==> config.mk <==
export PLATFORM = sky130hd
export DESIGN_NAME = multicycle_controller
export DESIGN_NICKNAME = d
export VERILOG_FILES = /design/src/rtl/mips_ctrl_pkg.sv /design/src/rtl/multicycle_controller_alu_decoder.sv /design/src/rtl/multicycle_controller.sv
export SDC_FILE = /design/constraint.sdc
export NUM_CORES = 1
export LEC_CHECK = 0
export ABC_AREA = 1
export CORE_UTILIZATION = 41
export DETAILED_ROUTE_END_ITERATION = 6
export HOLD_SLACK_MARGIN = 0.12
export PLACE_DENSITY = 0.9
export REMOVE_ABC_BUFFERS = 1
export SYNTH_ARGS = -nofsm -noshare
export SYNTH_HDL_FRONTEND = slang
export SYNTH_SLANG_ARGS = --single-unit
==> constraint.sdc <==
create_clock -name clk -period 1.3 [get_ports clk]
set_input_delay 0.26 -clock clk [delete_from_list [all_inputs] [get_ports clk]]
set_output_delay 0.26 -clock clk [all_outputs]
set_load 0.02 [all_outputs]
==> src/rtl/mips_ctrl_pkg.sv <==
// Shared constants for the multicycle MIPS control path: opcodes, functs,
// ALU control codes, ALU-op selector and the 4-bit controller state enum.
package mips_ctrl_pkg;

    localparam logic [5:0] OP_RTYPE    = 6'b000000;
    localparam logic [5:0] OP_SPECIAL2 = 6'b011100;
    localparam logic [5:0] OP_LW       = 6'b100011;
    localparam logic [5:0] OP_SW       = 6'b101011;
    localparam logic [5:0] OP_BEQ      = 6'b000100;
    localparam logic [5:0] OP_BNE      = 6'b000101;
    localparam logic [5:0] OP_ADDI     = 6'b001000;
    localparam logic [5:0] OP_J        = 6'b000010;

    localparam logic [5:0] F_ADD = 6'b100000;
    localparam logic [5:0] F_SUB = 6'b100010;
    localparam logic [5:0] F_AND = 6'b100100;
    localparam logic [5:0] F_OR  = 6'b100101;
    localparam logic [5:0] F_SLT = 6'b101010;
    localparam logic [5:0] F_MUL = 6'b000010;

    localparam logic [2:0] ALU_AND = 3'b000;
    localparam logic [2:0] ALU_OR  = 3'b001;
    localparam logic [2:0] ALU_ADD = 3'b010;
    localparam logic [2:0] ALU_MUL = 3'b011;
    localparam logic [2:0] ALU_SUB = 3'b110;
    localparam logic [2:0] ALU_SLT = 3'b111;

    // IDLE drives alucontrol to 000 in states that do not use the ALU.
    typedef enum logic [1:0] {
        ALUOP_ADD   = 2'b00,
        ALUOP_SUB   = 2'b01,
        ALUOP_FUNCT = 2'b10,
        ALUOP_IDLE  = 2'b11
    } aluop_e;

    typedef enum logic [3:0] {
        S_FETCH   = 4'd0,
        S_DECODE  = 4'd1,
        S_MEMADR  = 4'd2,
        S_MEMRD   = 4'd3,
        S_MEMWB   = 4'd4,
        S_MEMWR   = 4'd5,
        S_RTYPEEX = 4'd6,
        S_RTYPEWB = 4'd7,
        S_BEQEX   = 4'd8,
        S_ADDIEX  = 4'd9,
        S_ADDIWB  = 4'd10,
        S_JEX     = 4'd11
    } state_e;

endpackage

==> src/rtl/multicycle_controller_alu_decoder.sv <==
// ALU decoder: maps the controller's aluop plus op/funct to the 3-bit
// alucontrol, and flags whether op/funct names a supported R/SPECIAL2 op.
module alu_decoder
    import mips_ctrl_pkg::*;
(
    input  aluop_e     aluop_i,
    input  logic [5:0] op_i,
    input  logic [5:0] funct_i,
    output logic [2:0] alucontrol_o,
    output logic       funct_valid_o
);

    logic [2:0] funct_ctrl;

    always_comb begin
        funct_ctrl    = ALU_ADD;
        funct_valid_o = 1'b0;
        if (op_i == OP_SPECIAL2) begin
            if (funct_i == F_MUL) begin
                funct_ctrl    = ALU_MUL;
                funct_valid_o = 1'b1;
            end
        end else begin
            funct_valid_o = 1'b1;
            case (funct_i)
                F_ADD:   funct_ctrl = ALU_ADD;
                F_SUB:   funct_ctrl = ALU_SUB;
                F_AND:   funct_ctrl = ALU_AND;
                F_OR:    funct_ctrl = ALU_OR;
                F_SLT:   funct_ctrl = ALU_SLT;
                default: funct_valid_o = 1'b0;
            endcase
        end
    end

    always_comb begin
        case (aluop_i)
            ALUOP_ADD:   alucontrol_o = ALU_ADD;
            ALUOP_SUB:   alucontrol_o = ALU_SUB;
            ALUOP_FUNCT: alucontrol_o = funct_ctrl;
            default:     alucontrol_o = ALU_AND;
        endcase
    end

endmodule

==> src/rtl/multicycle_controller.sv <==
// Main control FSM of the multicycle MIPS datapath: sequences each
// instruction and drives every datapath select/enable from the current state.
module multicycle_controller
    import mips_ctrl_pkg::*;
(
    input  logic       clk,
    input  logic       reset,
    input  logic [5:0] op,
    input  logic [5:0] funct,
    input  logic       zero,
    output logic       pcen,
    output logic       iord,
    output logic       memwrite,
    output logic       irwrite,
    output logic       regdst,
    output logic       memtoreg,
    output logic       regwrite,
    output logic       alusrca,
    output logic [1:0] alusrcb,
    output logic [1:0] pcsrc,
    output logic [2:0] alucontrol,
    output logic       illegal
);

    state_e state_q, state_d;
    aluop_e aluop;
    logic   pcwrite, branch, bne, funct_valid;

    always_ff @(posedge clk) begin
        if (reset) state_q <= S_FETCH;
        else       state_q <= state_d;
    end

    always_comb begin
        state_d  = S_FETCH;
        aluop    = ALUOP_IDLE;
        pcwrite  = 1'b0;
        branch   = 1'b0;
        bne      = 1'b0;
        iord     = 1'b0;
        memwrite = 1'b0;
        irwrite  = 1'b0;
        regdst   = 1'b0;
        memtoreg = 1'b0;
        regwrite = 1'b0;
        alusrca  = 1'b0;
        alusrcb  = 2'b00;
        pcsrc    = 2'b00;
        illegal  = 1'b0;
        case (state_q)
            S_FETCH: begin
                alusrcb = 2'b01;
                aluop   = ALUOP_ADD;
                irwrite = 1'b1;
                pcwrite = 1'b1;
                state_d = S_DECODE;
            end
            S_DECODE: begin
                alusrcb = 2'b11;
                aluop   = ALUOP_ADD;
                case (op)
                    OP_LW, OP_SW:  state_d = S_MEMADR;
                    OP_BEQ, OP_BNE: state_d = S_BEQEX;
                    OP_ADDI:       state_d = S_ADDIEX;
                    OP_J:          state_d = S_JEX;
                    OP_RTYPE, OP_SPECIAL2: begin
                        if (funct_valid) state_d = S_RTYPEEX;
                        else             illegal = 1'b1;
                    end
                    default: illegal = 1'b1;
                endcase
            end
            S_MEMADR: begin
                alusrca = 1'b1;
                alusrcb = 2'b10;
                aluop   = ALUOP_ADD;
                state_d = (op == OP_LW) ? S_MEMRD : S_MEMWR;
            end
            S_MEMRD: begin
                iord    = 1'b1;
                state_d = S_MEMWB;
            end
            S_MEMWB: begin
                memtoreg = 1'b1;
                regwrite = 1'b1;
            end
            S_MEMWR: begin
                iord     = 1'b1;
                memwrite = 1'b1;
            end
            S_RTYPEEX: begin
                alusrca = 1'b1;
                aluop   = ALUOP_FUNCT;
                state_d = S_RTYPEWB;
            end
            S_RTYPEWB: begin
                regdst   = 1'b1;
                regwrite = 1'b1;
            end
            S_BEQEX: begin
                alusrca = 1'b1;
                aluop   = ALUOP_SUB;
                pcsrc   = 2'b01;
                branch  = 1'b1;
                bne     = (op == OP_BNE);
            end
            S_ADDIEX: begin
                alusrca = 1'b1;
                alusrcb = 2'b10;
                aluop   = ALUOP_ADD;
                state_d = S_ADDIWB;
            end
            S_ADDIWB: regwrite = 1'b1;
            S_JEX: begin
                pcsrc   = 2'b10;
                pcwrite = 1'b1;
            end
            default: state_d = S_FETCH;
        endcase

        // Reset silences every output, including alucontrol via the IDLE aluop.
        if (reset) begin
            aluop    = ALUOP_IDLE;
            pcwrite  = 1'b0;
            branch   = 1'b0;
            iord     = 1'b0;
            memwrite = 1'b0;
            irwrite  = 1'b0;
            regdst   = 1'b0;
            memtoreg = 1'b0;
            regwrite = 1'b0;
            alusrca  = 1'b0;
            alusrcb  = 2'b00;
            pcsrc    = 2'b00;
            illegal  = 1'b0;
        end
        pcen = pcwrite | (branch & (zero ^ bne));
    end

    alu_decoder u_alu_decoder (
        .aluop_i       (aluop),
        .op_i          (op),
        .funct_i       (funct),
        .alucontrol_o  (alucontrol),
        .funct_valid_o (funct_valid)
    );

endmodule

==> impl_results.md, run 1 <==
- Failed at: clock tree synthesis
- DP HPWL: 2.182 mm
- H-tree Lvls: 1
- Stop Error: [ERROR DPL-0038] Utilization greater than 100%, impossible to legalize
- IO Count: 31
- Async set-reset flop share out of synthesis: 0
- Synthesized instance count: 134
- Outcome: stopped before the end
- Area contributors post-synth: nand2_1, nor2_1, inv_1, dfxtp_1, nand3_1
- Row Count: 14
- Post-cts repair resize count: 216
- Initial Util: 0.4529
- Syn_area_per_cell: 5.210 sq um
- Mapped cell area: 698.2 sq um
- Die W: 43.27 um
- IO buf count: 30
- Unique masters post-synth: 23
- Cts hold-fix bufs: 0
- Seq cells post-synth: 4
- Gpl congestion: 0.9151
- Register area share after synthesis: 0.1147
- Die Y: 43.27 um
- Num CTS Buffers: 3
- Root Buffer: clkbuf_4
- Post-placement worst setup slack: -1.121 ns
- Area leader, netlist: nand2_1
- Synthesis warning total: 0
- Ys flop type: dfxtp_1
- Clock tree sinks: 4
- Clock tree buffer depth: 2
- Postcts setup bufs: 17
- Post-synth EDFFs: 0
- Post-synth top area share: 0.1505
through the flow:
stage	hold WS (ns)	cell area [sq um]	std cells	setup TNS, ns
floorplan	0.3291	683.2	132	-2.850
global placement	0.6967	1274	214	-14.10
detailed placement	0.6962	1274	214	-14.87
Yosys cell counts, types with 2 or more instances:
| cell type | instances |
|---|---|
| nor2_4 | 2 |
| nor3_2 | 2 |
| nor2_2 | 5 |
| a31oi_1 | 2 |
| nand4_1 | 2 |
| nor3_1 | 2 |
| nand2_2 | 2 |
| dfxtp_1 | 4 |
| nand3_1 | 13 |
| nor2_1 | 28 |
| nand2_1 | 28 |
| o21ai_0 | 4 |
| a21oi_1 | 6 |
| o21ai_1 | 3 |
| inv_1 | 23 |
cell families after synthesis:
kind of cell,synth area share
AOI/OAI and AO/OA,0.1452
buffers and inverters,0.1505
DFF,0.1147
and+or+nand+nor,0.5896
==> run 2: changes to the inputs <==
CORE_AREA = 2 2 63 65   (was not set)
CORE_UTILIZATION = not set   (was 41)
DIE_AREA = 0 0 65 67   (was not set)
HOLD_SLACK_MARGIN = not set   (was 0.12)
PLACE_DENSITY = not set   (was 0.9)
PLACE_DENSITY_LB_ADDON = 0.15   (was not set)
==> run 2 against run 1 <==
Net effect:
- the flow now finishes, with violations (negative setup slack)
- synthesized cell count unchanged
- synthesized area unchanged
==> impl_results.md, run 2 <==
- Final non-filler cell total: 270
- Post-placement worst setup slack: -1.097 ns (+0.02387 ns)
- Largest fanout on the critical path: 3
- Initial Util: 0.1936 (-0.2593)
- Die Y: 67 um (+55%)
- Outcome: finished with violations
- Lkg Pwr: 0.8547 nW
- Slowest cell on the critical path: dfxtp_2
- Worst Tran Pin Value: 0.2422 ns
- Part of the power in registers: 0.179
- Area Overhead vs Synth: 163.3%
- Core area: 3606 sq um
- Placed Instances: 252 (+18%)
- Tot GR Track Use: 0.1467
- Initial antenna violation count: 0
- Final setup fails: 17
- Fin crit period: 1.681 ns
- Filler cells: 359
- Max-slew violations: 0
- Switching power: 0.0002401 W
- Endpoint type of the worst setup path: output pin
- First-pass GRT wire length: 5.071 mm
- DP HPWL: 2.242 mm (+2.7%)
- F_max: 594.8 MHz
- First-pass DRT Iterations: 4
- Commonest non-fill, non-tap cell in the layout: buf_4
- Synth Area in XOR/XNOR: 0 (unchanged)
- Root Buffer: clkbuf_8
- Crit share post-route: 1.293
- Commonest cells after routing, fill and taps aside: buf_4, buf_6, nand2_1, nor2_4, inv_1
- Nets: 239
- IO buf count: 30 (unchanged)
- CP startpoint kind: flop
- Unique masters post-synth: 23 (unchanged)
- Worst setup margin: -0.3813 ns
- Relative slew slack: 0.8380
- Vias in the first global route: 1187
- Failing checks: negative setup slack
- Max reg flops: 4
- Synth Area in Simple Gates: 0.5896 (unchanged)
- Number of diodes: 0
- Peak supply drop: 0.1809 mV
- Mux contribution to synthesized area: 0 (unchanged)
- Register area share after synthesis: 0.1147 (unchanged)
- Worst EP required: 1.04 ns
- Skew-Pair Late Insertion Delay: 0.21 ns
- Synth cell count leaders: nand2_1, nor2_1, inv_1
- DR DRC count: 0
- Crit path kind: reg -> out
- Die ar.: 4355 sq um
- Seq cells post-synth: 4 (unchanged)
- Worst clock skew: 0.0007021 ns
- Post-synth top area share: 0.1505 (unchanged)
- Gpl congestion: 0.8319 (-9.1%)
- RSZ-0062 raised after global routing: true
- Num CTS Buffers: 3 (unchanged)
- Final hold vios: 0
- Synthesis warning total: 0 (unchanged)
- Clock-pin transition on the worst setup and hold timing paths: 0.03 ns
- Mapped cell area: 698.2 sq um (unchanged)
- Area contributors post-synth: nand2_1, nor2_1, inv_1, dfxtp_1, nand3_1
- Post-synth EDFFs: 0 (unchanged)
- Total of max-cap violations: 0
- Remaining Overflow, GRT: 0
- Antenna-violating nets left: 0
- Initial drt markers: 26
- Pin count of the biggest net entering global routing: 9
- Critical path's largest stage delay: 0.31 ns
- Syn_area_per_cell: 5.210 sq um (unchanged)
- Die W: 65 um (+50%)
- H-tree Lvls: 1 (unchanged)
- Largest family of logic cells by synthesized area: simple AND/OR/NAND/NOR gates
- CTS tree: done
- Routed vias/inst: 4.374
- Ys flop type: dfxtp_1
- Logic pwr share: 0.481
- Layout cells sized above 1: 0.6757
- Largest regs: state_q (4)
- Worst min-delay path class: in -> reg
- Wire per inst: 11.29 um
- Cts hold-fix bufs: 0 (unchanged)
- Row Count: 22 (+8)
- Worst EP arrival: 1.42 ns
- Drt total wl: 3.047 mm
- Total internal power: 0.0004986 W
- IO Count: 31 (unchanged)
- Area leader, netlist: nand2_1
- Clock tree buffer depth: 2 (unchanged)
- Vias: 1181
- Synthesized instance count: 134 (unchanged)
- Sw Share: 0.3251
- Worst path cell trace: buf_4 -> nor2_4 -> buf_6 -> nand2_1 -> nand2_1 -> nor2_1 -> a21oi_1 -> buf_4
- Register name with the most flops: state_q
- Synth Area in Compound Gates: 0.1452 (unchanged)
- P per Cell Area: 401.9 nW/um^2
- Area share of fa/ha/maj cells after synthesis: 0 (unchanged)
- Clk pwr share: 0.340
- Async set-reset flop share out of synthesis: 0 (unchanged)
- Clock tree sinks: 4 (unchanged)
## run 2: cell counts after synthesis
Identical to the previous run, type by type.
## run 2: path summary, 6_finish.rpt
check | startpoint | to | slack (ns) | cells past startpoint
worst min register to register | state_q[0] | state_q[3] | 0.75 | 5
worst max-delay path | state_q[2] | alusrca | -0.38 | 8
worst min-delay path | reset | state_q[1] | 0.56 | 3
worst max register to register | state_q[2] | state_q[1] | -0.04 | 9
## run 2: routing by layer
metal | part of all wire | global-route usage | vias to the layer above
met5 | 0 | 0 | -
met4 | 0 | 0.03191 | 0
met3 | 0.036 | 0.005068 | 0
met2 | 0.58 | 0.3041 | 28
met1 | 0.38 | 0.1621 | 544
li1 | - | - | 609
## run 2: repair_timing
item / in CTS / in global routing
resized for setup: 183 / 50
setup buffers: 18 / 4
setup endpoints to repair: 20 / 20
gates cloned: 0 / 0
pin swaps: 31 / 23
## run 2: area by class of cell
cell class | count | area, sq um | area share
clock buffer | 3 | 41.29 | 0.02246
inverter | 24 | 97.59 | 0.05310
multi-input combinational | 104 | 794.5 | 0.4323
sequential | 4 | 92.59 | 0.05037
tap | 48 | 60.06 | 0.03268
timing repair buffer | 87 | 752.0 | 0.4091
## run 2: kinds of logic (layout without fill, tap and decap cells)
logic type / Yosys count / in the layout
AO/OA/AOI/OAI: 18 / 18
AND/OR/NAND/NOR: 86 / 86
flip-flops: 4 / 4
buffers and inverters: 26 / 114
## run 2: power by group through the flow
stage | clock network (W) | registers (W) | logic, W
2_1_floorplan | 0 | 0.000135 | 0.000100
3_3_place_gp | 0 | 0.000134 | 0.000276
3_5_place_dp | 0 | 0.000134 | 0.000278
4_1_cts | 0.000258 | 0.000131 | 0.000322
5_1_grt | 0.000267 | 0.000132 | 0.000385
6_report | 0.000251 | 0.000132 | 0.000355
## run 2: metrics by stage
| step | setup TNS, ns | hold WS, ns | instance area (sq um) | utilization | total power, W |
|---|---|---|---|---|---|
| finish | -4.399 | 0.5579 | 1838 | 0.5097 | 0.0007387 |
| floorplan | -2.850 | 0.3291 | 683.2 | - | 0.0002356 |
| detailed placement | -15.03 | 0.7294 | 1359 | 0.3768 | 0.0004118 |
| global route | -5.485 | 0.5891 | 1838 | 0.5097 | 0.0007840 |
| CTS | -4.883 | 0.6237 | 1715 | 0.4757 | 0.0007114 |
| global placement | -14.97 | 0.7420 | 1359 | 0.3768 | 0.0004101 |
## run 2: worst max-delay path: cells and delay by family, from the launching register on
kind	cells	cell delay [ns]
flip-flops	1	0.31
AND/OR/NAND/NOR	4	0.31
AO/OA/AOI/OAI	1	0.16
buffers and inverters	3	0.44
Power figures use the tool's default switching activity.
==> run 3: changes to the inputs <==
SLEW_MARGIN = 0   (was not set)
==> results of run 3 <==
Same layout as run 2: the final DEF is identical, and so are final timing and power.
